$ cat src/rtl/gray_pkg.sv
// Shared pointer types and helpers for the Gray-coded FIFO pointer controller.
package gray_pkg;

  localparam int unsigned DEF_ADDR_WIDTH = 4;
  localparam int unsigned PTR_W          = DEF_ADDR_WIDTH + 1;

  typedef logic [PTR_W-1:0] ptr_t;

  // Full when the pointers differ only in the wrap bit above the address bits.
  function automatic logic ptr_full(input logic [31:0] wr, input logic [31:0] rd,
                                    input int unsigned aw);
    logic [31:0] mask;
    logic [31:0] diff;
    mask = (32'd1 << (aw + 32'd1)) - 32'd1;
    diff = (wr ^ rd) & mask;
    return (diff == (32'd1 << aw));
  endfunction

endpackage

$ cat src/rtl/binary_to_gray.sv
// Combinational binary-to-reflected-Gray converter.
module binary_to_gray #(
  parameter int unsigned WIDTH = 5
) (
  input  logic [WIDTH-1:0] bin,
  output logic [WIDTH-1:0] gray
);

  assign gray = bin ^ (bin >> 1);

endmodule

$ cat src/rtl/gray_ptr_ctrl.sv
// Single-clock FIFO pointer controller: gated push/pop, occupancy flags and
// registered Gray pointers for a downstream clock-domain crossing.
module gray_ptr_ctrl
  import gray_pkg::*;
#(
  parameter int unsigned ADDR_WIDTH = 4,
  parameter int unsigned AF_LEVEL   = 12
) (
  input  logic                  clk,
  input  logic                  reset,
  input  logic                  flush,
  input  logic                  wr_req,
  output logic                  wr_ready,
  output logic [ADDR_WIDTH-1:0] wr_addr,
  input  logic                  rd_req,
  output logic                  rd_ready,
  output logic [ADDR_WIDTH-1:0] rd_addr,
  output logic [ADDR_WIDTH:0]   wr_ptr_gray,
  output logic [ADDR_WIDTH:0]   rd_ptr_gray,
  output logic [ADDR_WIDTH:0]   count,
  output logic                  full,
  output logic                  empty,
  output logic                  almost_full
);

  localparam int unsigned W = ADDR_WIDTH + 1;

  logic [W-1:0] wr_ptr_r, rd_ptr_r;
  logic [W-1:0] wr_nxt_s, rd_nxt_s;
  logic [W-1:0] wr_gray_nxt_s, rd_gray_nxt_s;
  logic [W-1:0] wr_gray_r, rd_gray_r;
  logic [W-1:0] count_r, count_nxt_s;
  logic         full_r, empty_r, af_r;
  logic         full_nxt_s, empty_nxt_s, af_nxt_s;
  logic         wr_fire_s, rd_fire_s;

  assign wr_ready    = ~full_r & ~flush;
  assign rd_ready    = ~empty_r & ~flush;
  assign wr_addr     = wr_ptr_r[ADDR_WIDTH-1:0];
  assign rd_addr     = rd_ptr_r[ADDR_WIDTH-1:0];
  assign wr_ptr_gray = wr_gray_r;
  assign rd_ptr_gray = rd_gray_r;
  assign count       = count_r;
  assign full        = full_r;
  assign empty       = empty_r;
  assign almost_full = af_r;

  // Next-state pointers and the status they imply, so flags carry no lag.
  always_comb begin
    wr_fire_s = wr_req & wr_ready;
    rd_fire_s = rd_req & rd_ready;
    if (flush) begin
      wr_nxt_s = {W{1'b0}};
      rd_nxt_s = {W{1'b0}};
    end else begin
      wr_nxt_s = wr_ptr_r + {{(W-1){1'b0}}, wr_fire_s};
      rd_nxt_s = rd_ptr_r + {{(W-1){1'b0}}, rd_fire_s};
    end
    count_nxt_s = wr_nxt_s - rd_nxt_s;
    full_nxt_s  = ptr_full(32'(wr_nxt_s), 32'(rd_nxt_s), ADDR_WIDTH);
    empty_nxt_s = (wr_nxt_s == rd_nxt_s);
    af_nxt_s    = (32'(count_nxt_s) >= 32'(AF_LEVEL));
  end

  binary_to_gray #(.WIDTH(W)) u_wr_b2g (.bin(wr_nxt_s), .gray(wr_gray_nxt_s));
  binary_to_gray #(.WIDTH(W)) u_rd_b2g (.bin(rd_nxt_s), .gray(rd_gray_nxt_s));

  // Pointer, Gray and status state registered together on every edge.
  always_ff @(posedge clk or posedge reset) begin
    if (reset) begin
      wr_ptr_r  <= {W{1'b0}};
      rd_ptr_r  <= {W{1'b0}};
      wr_gray_r <= {W{1'b0}};
      rd_gray_r <= {W{1'b0}};
      count_r   <= {W{1'b0}};
      full_r    <= 1'b0;
      empty_r   <= 1'b1;
      af_r      <= 1'b0;
    end else begin
      wr_ptr_r  <= wr_nxt_s;
      rd_ptr_r  <= rd_nxt_s;
      wr_gray_r <= wr_gray_nxt_s;
      rd_gray_r <= rd_gray_nxt_s;
      count_r   <= count_nxt_s;
      full_r    <= full_nxt_s;
      empty_r   <= empty_nxt_s;
      af_r      <= af_nxt_s;
    end
  end

endmodule

$ cat config.mk
export PLATFORM = sky130hd
export DESIGN_NAME = gray_ptr_ctrl
export DESIGN_NICKNAME = d
export VERILOG_FILES = /design/src/rtl/gray_pkg.sv /design/src/rtl/binary_to_gray.sv /design/src/rtl/gray_ptr_ctrl.sv
export SDC_FILE = /design/constraint.sdc
export NUM_CORES = 1
export LEC_CHECK = 0
export CAP_MARGIN = 20
export CORE_UTILIZATION = 43
export DETAILED_ROUTE_END_ITERATION = 10
export PLACE_DENSITY = 0.77
export SLEW_MARGIN = 5
export SYNTH_ARGS = -nofsm -noshare
export SYNTH_HDL_FRONTEND = slang
export SYNTH_SLANG_ARGS = --single-unit
$ cat constraint.sdc
create_clock -name clk -period 2.71 [get_ports clk]
set_clock_uncertainty 0.1 [all_clocks]
set_input_delay 0.542 -clock clk [delete_from_list [all_inputs] [get_ports clk]]
set_output_delay 0.542 -clock clk [all_outputs]
set_load 0.05 [all_outputs]
# Word-level counts from Yosys, hierarchy flattened
# Cells that the tools add are included.
# op_classes
addsub,3
order_cmp,1
n_eq_ne,2
mux,2
n_bitwise,10
# op_table
op,n
$add 5x1->5,2
$mux 5,2
$xor 5x4->5,2
$eq 5x5->1,1
$eq 5x5->1 const B,1
$ge 5x4->1 const B,1
$sub 5x5->5,1
$xor 5x5->5,1
$and 1x1->1,4
$not 1->1,3
# totals
reg_bits,28
in_bits,5
out_inout_bits,28
wordCells,26

# Longest topological paths before layout
# logic_depth
word_depth,7
ltp_mapped,13
depth_no_buf,12

# Modules after synthesis
# A second synthesis with hierarchy kept.
# unflattened
hier_cells,112
hier_area_um2,1361.3
# modules_own_cells
mod,n_inst,cells_each,area_per_inst_um2,seq_area_each_um2
gray_ptr_ctrl,1,102,1276.2,701.9
binary_to_gray,2,5,42.5,0.0

# Worst setup path after synthesis
# Ideal clock, no wire load.
# synth_timing
kind,in2reg
start,input flush
end,"register af_r, in the netlist almost_full"
setup_ns,0.079
t_arrival_ns,3.424
required_time_ns,2.531
setup_slack_ns,-0.893
path_stages,13
cell_sequence,clkbuf_1 > nor2_1 > and2_1 > ha_1 > ha_1 > xnor2_1 > nor2_1 > inv_1 > ha_1 > nor2b_1 > a2111oi_2 > a211oi_1 > mux2i_1
# synth_via
elab_chain_cells,7
elab_cells_between_ends,11
# synth_rtl
element,line_no,text
start: declaration,gray_ptr_ctrl.sv:11,"input logic flush,"
$not 1->1,gray_ptr_ctrl.sv:38,assign rd_ready = ~empty_r & ~flush;
$and 1x1->1,gray_ptr_ctrl.sv:38,
net rd_ready,gray_ptr_ctrl.sv:16,"output logic rd_ready,"
$and 1x1->1,gray_ptr_ctrl.sv:51,rd_fire_s = rd_req & rd_ready;
$add 5x1->5,gray_ptr_ctrl.sv:57,"rd_nxt_s = rd_ptr_r + {{(W-1){1'b0}}, rd_fire_s};"
$mux 5,gray_ptr_ctrl.sv:52,if (flush) begin
net rd_nxt_s[2],gray_ptr_ctrl.sv:29,"logic [W-1:0] wr_nxt_s, rd_nxt_s;"
$sub 5x5->5,gray_ptr_ctrl.sv:59,count_nxt_s = wr_nxt_s - rd_nxt_s;
$ge 5x4->1,gray_ptr_ctrl.sv:62,af_nxt_s = (32'(count_nxt_s) >= 32'(AF_LEVEL));
net af_nxt_s,gray_ptr_ctrl.sv:34,"logic full_nxt_s, empty_nxt_s, af_nxt_s;"
end signal: assignment,gray_ptr_ctrl.sv:87,af_r <= af_nxt_s;
end: declaration,gray_ptr_ctrl.sv:33,"logic full_r, empty_r, af_r;"
# The timed path passes the listed nets, and every way through them passes these cells.

# Worst setup path in the final report
# layout_timing
start,"register empty_r, in the netlist empty"
end,"register af_r, in the netlist almost_full"
# layout_via
elab_chain_cells,7
# layout_rtl
element,line_no,text
start: declaration,gray_ptr_ctrl.sv:33,
start signal: assignment,gray_ptr_ctrl.sv:86,empty_r <= empty_nxt_s;
$not 1->1,gray_ptr_ctrl.sv:38,
$and 1x1->1,gray_ptr_ctrl.sv:38,
$and 1x1->1,gray_ptr_ctrl.sv:51,
$add 5x1->5,gray_ptr_ctrl.sv:57,
$mux 5,gray_ptr_ctrl.sv:52,
net rd_nxt_s[2],gray_ptr_ctrl.sv:29,
$sub 5x5->5,gray_ptr_ctrl.sv:59,
$ge 5x4->1,gray_ptr_ctrl.sv:62,
net af_nxt_s,gray_ptr_ctrl.sv:34,
# The timed path passes the listed nets, and every way through them passes these cells.

==> results.ini <==
[run_status]
status=complete, but fails checks
violations=negative setup slack

[worst_setup_path]
cp_num_buf_inv=2
critPathTopFamily=adder cells
r2r_slack_ns=-0.10
crit_fanout=5
crit_required_ns=2.86
critPathMaxStageDelay_ns=0.59
slowest_stage=dfstp_2
start_kind=flop
worstPathArrival_ns=2.96
crit_top_cell=ha_4
critPathKind=flop to flop
rr_endpoint=almost_full
endpoint_kind=flop
crit_chain=nor2_4, and2_4, ha_4, ha_4, xnor2_2, nor2_2, inv_2, ha_4, buf_6, a21oi_4, a2111oi_4, a211oi_2, mux2i_1
reg2regPathDepth=13
r2r_start=empty

[cells_and_area]
antenna_cells=0
layout_common_cells=buf_4, clkdlybuf4s50_1, dfrtp_1, inv_1
final_common_cell=buf_4
final_cell_count_no_fill=204
fillerInstances=177
area_growth_pct=67.8
nets=188
seq_area_um2=652
multiInputGateArea_um2=703
drive_above_1_share_pct=42.2

[floorplan]
rows=19
initial_core_util_pct=45.2
die_h_um=55.8
coreArea_um2=2760
die-area_um2=3120
ios=33
die_w_um=55.8

[sta]
fin_crit_sh_pct=104
relSlewSlack_pct=65.8
hold_viol=0
fmax_ghz=0.355
finalCriticalPeriod_ns=2.81
setup-tns-final_ns=-0.105
tightestPinTransition_ns=0.512
finalSetupViolCount=1
drv_slew=0
rsz0062_at_grt=true
setup_ws_ns=-0.105

[grt]
grtUsageTotal_pct=21.9
grt_util_met1_pct=26.4
met3_usage_pct=3.26
grt_max_degree=27
busiest_layer=met2
met2_usage_pct=39.9
overflow=0
antenna_found_initial=0
grt_pass1_vias=1067
grt_pass1_wl_um=5090

[pwr]
ir_worst_vdd_mv=0.398
p_leak_uw=0.000998
powerDensity_nw_per_um2=433

[clock_network]
h-tree-depth=1
cts_buffers=3
cts_hold_buf=0
clk_latency_ns=0.33
clock-sinks=26
cts-root-buf=clkbuf_4
clk_pin_slew_ns=0.14
cts_tree=built
cts_max_path_buffers=2

[placed_design]
post-place-ws_ns=-0.744
place_inst=189
place.gp.congestion=0.804
numPortBuffers=32
dpl.hpwl_um=2080

[synth]
synth_top_family_by_area=simple AND/OR/NAND/NOR gates
synth.distinct_cells=27
synth_compound_area_share_pct=3.51
synth_seq_cells=26
synth_xor_area_share_pct=10.4
yosys_warnings=0
yosys.area_share.adder_pct=9.64
synth_area_um2=1250
syn_area_per_cell_um2=12.0
syn_nets=118
seq_area_frac_synth_pct=52.3
syn_inst=104
yosys.area_share.simple_pct=14.2
yosys-mux-area-fraction_pct=6.02

[detailed_routing]
first_pass_iters=4
drt-total-wl_um=3060
vias=1011
ant_nets=0
drc=0
viasPerCell=4.96
wl_per_cell_um=15.0
drt-initial-drc-count=24

[worst_hold_path]
hold_path.class=input pin to async pin

[run]
maxCapViolations=0

## synthesized netlist by cell type
cell	number	area share [%]
nand3b_1	1	0.60
nor4_1	1	0.50
nand2b_1	3	1.5
mux2i_1	3	2.4
nand3_1	2	0.80
and4_1	1	0.70
o21ai_0	1	0.40
nor2b_1	5	2.5
a211oi_1	1	0.60
clkbuf_1	1	0.30
dfstp_2	1	2.1
xnor2_1	9	6.3
mux2i_4	2	3.6
and2_1	3	1.5
inv_1	12	3.6
nor2_1	12	3.6
a21oi_2	1	0.70
nand4_1	1	0.50
dfrtp_1	25	50
o21a_1	1	0.60
fa_1	1	1.6
xor2_1	4	2.8
nand3_2	2	1.6
xnor2_2	1	1.3
nand2_1	1	0.30
ha_1	8	8.0
a2111oi_2	1	1.2
## cells by family (layout without fill, tap and decap cells)
| logic type | Yosys count | in the layout |
|---|---|---|
| mux | 5 | 5 |
| flops | 26 | 26 |
| compound gates | 5 | 5 |
| buf+inv | 13 | 82 |
| fa+ha+maj | 9 | 9 |
| xor+xnor | 14 | 14 |
| simple gates | 32 | 32 |
## metal layers
metal	vias to the layer above	share of wire [%]	wire (um)
li1	479	-	-
met1	513	42	1290
met2	15	55	1680
met3	4	1.8	54
met4	0	1.1	33
met5	-	0	0
## state kept, by name, summed over array words and instances (netlist names)
| name | count |
|---|---|
| count | 5 |
| rd_ptr_gray | 5 |
| wr_ptr_gray | 5 |
| rd_ptr_r | 4 |
| wr_ptr_r | 4 |
| almost_full | 1 |
| empty | 1 |
| full | 1 |
## how the worst max path moves through the flow
stage                      from  slack, ns           to  depth (start not counted)
after floorplan           flush      -0.29  almost_full                         13
after global placement    flush      -0.61  almost_full                         11
after detailed placement  flush      -0.74  almost_full                         12
after CTS                 empty      -0.02  almost_full                         12
after global routing      empty      -0.16  almost_full                         13
final                     empty      -0.10  almost_full                         13
## timing repair
action,CTS,global route
pin swaps,6,5
setup endpoints to repair,4,2
gates cloned,0,0
resized for setup,17,6
setup buffers,10,2
## area by class of cell
type	count	share of cell area, %
Inverter	12	2.15
Clock inverter	1	1.44
Sequential cell	26	31.2
Tap cell	31	1.86
Clock buffer	3	1.08
Multi-Input combinational cell	65	33.6
Timing Repair Buffer	66	28.7
## through the flow
step	utilization [%]	cell area, um^2	hold WS [ns]	power [uW]
5_1_grt	75.8	2090	0.464	943
6_report	75.8	2090	0.438	906
3_3_place_gp	67.1	1850	0.602	630
3_5_place_dp	67.1	1850	0.602	633
2_1_floorplan	-	1320	0.481	551
4_1_cts	74.6	2060	0.449	904
## worst min-delay path: stages
cell             delay, ns
clkdlybuf4s50_1       0.39
inv_1                 0.05
buf_4                 0.31
## report_power, final
part | internal, uW | switching (uW)
clock network | 150 | 116
registers | 407 | 9.37
logic | 91.8 | 132
total | 649 | 257
No activity file was read; power rests on OpenSTA's default activity.
==> patch 1, RTL diff (same flow settings) <==
Put one more register stage on the output `count`, with the module's reset. The value now appears one clock later. The other outputs are not delayed to match.
--- a/src/rtl/gray_ptr_ctrl.sv
+++ b/src/rtl/gray_ptr_ctrl.sv
@@ -40,7 +40,13 @@
   assign rd_addr     = rd_ptr_r[ADDR_WIDTH-1:0];
   assign wr_ptr_gray = wr_gray_r;
   assign rd_ptr_gray = rd_gray_r;
-  assign count       = count_r;
+  always_ff @(posedge clk or posedge reset) begin
+    if (reset) begin
+      count <= '0;
+    end else begin
+      count <= count_r;
+    end
+  end
   assign full        = full_r;
   assign empty       = empty_r;
   assign almost_full = af_r;
Formal check against the unedited RTL: not equivalent (Yosys sat finds a counterexample within 4 cycles, from zero or initial values and one cycle with reset high).
==> patch 1 against the unedited design <==
- largest cell class is now registers
- sequential power grew 20%
- first-iteration DRC count shrank 8.3%
- final area grew 5.3%
- wire length grew 3.2%
- area after synthesis grew 10%
- fmax grew 4.6%
- highest routed layer unchanged
- worst setup slack gained 0.12 ns
- non-clock buffer count is the same
- critical path type is now in2reg
- power grew 8.8%
- sequential cell count grew 5
==> patch 1: results <==
run_status:
  status: "complete, no violations"
logic_synthesis:
  ys_top_cells_by_count: "dfrtp_1, inv_1, nor2_1"
  syn-num-nets: 123
  yosysSeqAreaShare_pct: 56.7
  synth_adder_area_share_pct: 8.76
  avgSynthCellArea_um2: 12.6
critical_path:
  cp_max_fo: 6
  cpMaxStageDelayCell: "clkdlybuf4s50_1"
  arrival_ns: 2.85
  critPathMaxStageDelay_ns: 0.41
clocking:
  cts_buffers: 5
  htree_num_levels: 2
  clk_pin_slew_ns: 0.10
min_path:
  hold_class: "reg2reg"
placement:
  dp.cells: 207
  gp_congestion: 0.839
routing:
  wl_met2_um: 1700
  wl_met1_um: 1230
  drtIter0Drc: 22
  dr_wl_met3_um: 114
  wl_um: 3160
power_and_ir_drop:
  p_switching_mw: 0.299
  leakage_nw: 1.06
  ir_worst_vdd_mv: 0.321
final_layout:
  num-fill-cells: 213
  fin_cells: 226
  drive_above_1_share_pct: 38.5
global_routing:
  grt_pass1_vias: 1118
  grt_pass1_wl_um: 5180
timing:
  worst-slew-pin-transition_ns: 0.517
## patch 1: through the flow
step / TNS (ns) / hold slack, ns / power [mW] / util, % / cell area, um^2
detailed placement: -2.13 / 0.238 / 0.720 / 65.7 / 1990
global route: -0.0398 / 0.282 / 1.03 / 72.7 / 2200
CTS: 0 / 0.261 / 0.992 / 72.3 / 2190
floorplan: -0.397 / 0.231 / 0.637 / - / 1450
finish: 0 / 0.262 / 0.985 / 72.7 / 2200
global placement: -1.81 / 0.233 / 0.715 / 65.7 / 1990
## patch 1: layer usage
| metal | track usage [%] | vias up |
|---|---|---|
| met2 | 37.6 | 27 |
| li1 | - | 496 |
| met3 | 6.81 | 10 |
| met1 | 22.5 | 487 |
| met4 | 15.3 | 0 |
| met5 | 0 | - |
## patch 1: final timing paths
check / from / end / slack (ns) / cells past startpoint
max in group asynchronous: reset / empty$_DFF_PP1_ / 1.69 / 3
max reg2reg: empty$_DFF_PP1_ / almost_full$_DFF_PP0_ / 0.03 / 12
min in group asynchronous: reset / count_r[4]$_DFF_PP0_ / 0.48 / 3
min: count_r[3]$_DFF_PP0_ / count[3]$_DFF_PP0_ / 0.26 / 0
max: rd_req / almost_full$_DFF_PP0_ / 0.02 / 12
min reg2reg: count_r[3]$_DFF_PP0_ / count[3]$_DFF_PP0_ / 0.26 / 0
## patch 1: worst max-delay path, delay by kind of cell
| family | cells | cell delay [ns] |
|---|---|---|
| adders and majority gates | 3 | 0.62 |
| xor gates and xnor gates | 1 | 0.13 |
| buffers and inverters | 2 | 0.48 |
| and+or+nand+nor | 3 | 0.43 |
| AOI/OAI and AO/OA | 2 | 0.51 |
| muxes | 1 | 0.16 |
## patch 1: power groups by stage
stage	combinational (mW)	sequential (mW)	clock [mW]
CTS	0.227	0.500	0.265
global route	0.243	0.502	0.287
global placement	0.207	0.508	0
detailed placement	0.212	0.509	0
finish	0.231	0.500	0.254
floorplan	0.0656	0.571	0
## patch 1: what timing repair did
item / in CTS / in global routing
resized for setup: 13 / 2
buffers inserted: 11 / 0
setup endpoints to repair: 2 / 2
pin swaps: 10 / 1
## patch 1: area by class of cell
class                   instances  area share (%)
clock inverters                 1           0.227
multi-input cells              65            30.8
flip-flops and latches         31            35.3
repair buffers                 66            27.1
inverters                      12            2.05
well taps                      44            2.50
clock buffers                   7            2.05
## patch 1: kinds of logic after synthesis
| kind of cell | after synthesis |
|---|---|
| buffers and inverters | 13 |
| muxes | 5 |
| xor gates and xnor gates | 14 |
| adders and majority gates | 9 |
| DFF | 31 |
| and+or+nand+nor | 32 |
| AOI/OAI and AO/OA | 5 |
==> patch 2, RTL diff (same flow settings) <==
Made on the original files. `ADDR_WIDTH`: 4 -> 5.
--- a/src/rtl/gray_ptr_ctrl.sv
+++ b/src/rtl/gray_ptr_ctrl.sv
@@ -3,7 +3,7 @@
 module gray_ptr_ctrl
   import gray_pkg::*;
 #(
-  parameter int unsigned ADDR_WIDTH = 4,
+  parameter int unsigned ADDR_WIDTH = 5,
   parameter int unsigned AF_LEVEL   = 12
 ) (
   input  logic                  clk,
Ports: changed (5 resized); port bits go from 33 to 38. The function was not compared with the original's and may differ.
==> patch 2 against the unedited design <==
- the run still ends with negative setup slack left
- area after synthesis grew 15%
- worst setup slack gained 0.066 ns
- wire length increased by 19%
- sequential cell count up 5
- final cell count increased by 25%
- synthesized cell count increased by 22%
- fmax is 2.4% higher
- final area is 17% higher
- via count is 20% higher
- power increased by 10%
- clock power shrank 7%
- sequential power increased by 19%
- critical path type unchanged
- largest power group unchanged
- highest routed layer is now met3
==> patch 2: results <==
run_status:
  status: "complete, but fails checks"
  violations: "negative setup slack"
placement:
  dp_hpwl_um: 2490
  io_buffer_count: 37
timing:
  setup_violations: 3
  finalWorstSetupSlack_ns: -0.0388
final_layout:
  clk_share_pct: 2.00
  n_all_inverters: 11
  final_area_mm2: 0.00244
  num-fill-cells: 204
  seq_cells: 31
  clkbuf_count: 8
  nets: 225
  final-nonclk-buf-share_pct: 28.8
  num-multi-input-gates: 83
  multiInputGateArea_um2: 811
power_and_ir_drop:
  p_switching_mw: 0.302
  ir_worst_vdd_mv: 0.348
global_routing:
  grt_max_degree: 32
  globalRouteMet2Util_pct: 39.0
  grt_use_total_pct: 22.3
logic_synthesis:
  synth_cell_type_count: 30
  synth_top_cells_by_area: "dfrtp_1, ha_1, xor2_1, xnor2_1, nor2_1"
  syn-num-nets: 142
routing:
  vias_per_cell: 4.75
clocking:
  ctsResizeCount: 21
floorplanning:
  taps: 44
-- patch 2: kinds of logic after synthesis --
| group | after synthesis | synth area share [%] |
|---|---|---|
| AND/OR/NAND/NOR | 36 | 12.6 |
| multiplexers | 2 | 1.39 |
| XOR/XNOR | 16 | 9.76 |
| adder cells (fa/ha/maj) | 10 | 9.23 |
| flip-flops | 31 | 54.1 |
| AO/OA/AOI/OAI | 19 | 9.50 |
| buffers and inverters | 13 | 3.40 |
-- patch 2: worst max-delay path: stages, from the launching register on --
cell and delay, ns:
dfstp_2 0.56, nor2_4 0.04, and2_4 0.16, ha_4 0.16
ha_4 0.22, nand2b_4 0.08, inv_1 0.09, fa_1 0.46
nor2b_1 0.18, o21a_1 0.15, nor2_2 0.05, xor2_2 0.19
o2111ai_2 0.15
-- patch 2: metal layers --
| metal | routed length (um) | vias up |
|---|---|---|
| met1 | 1460 | 584 |
| met3 | 162 | 0 |
| met4 | 0 | 0 |
| li1 | - | 592 |
| met2 | 2020 | 34 |
| met5 | 0 | - |
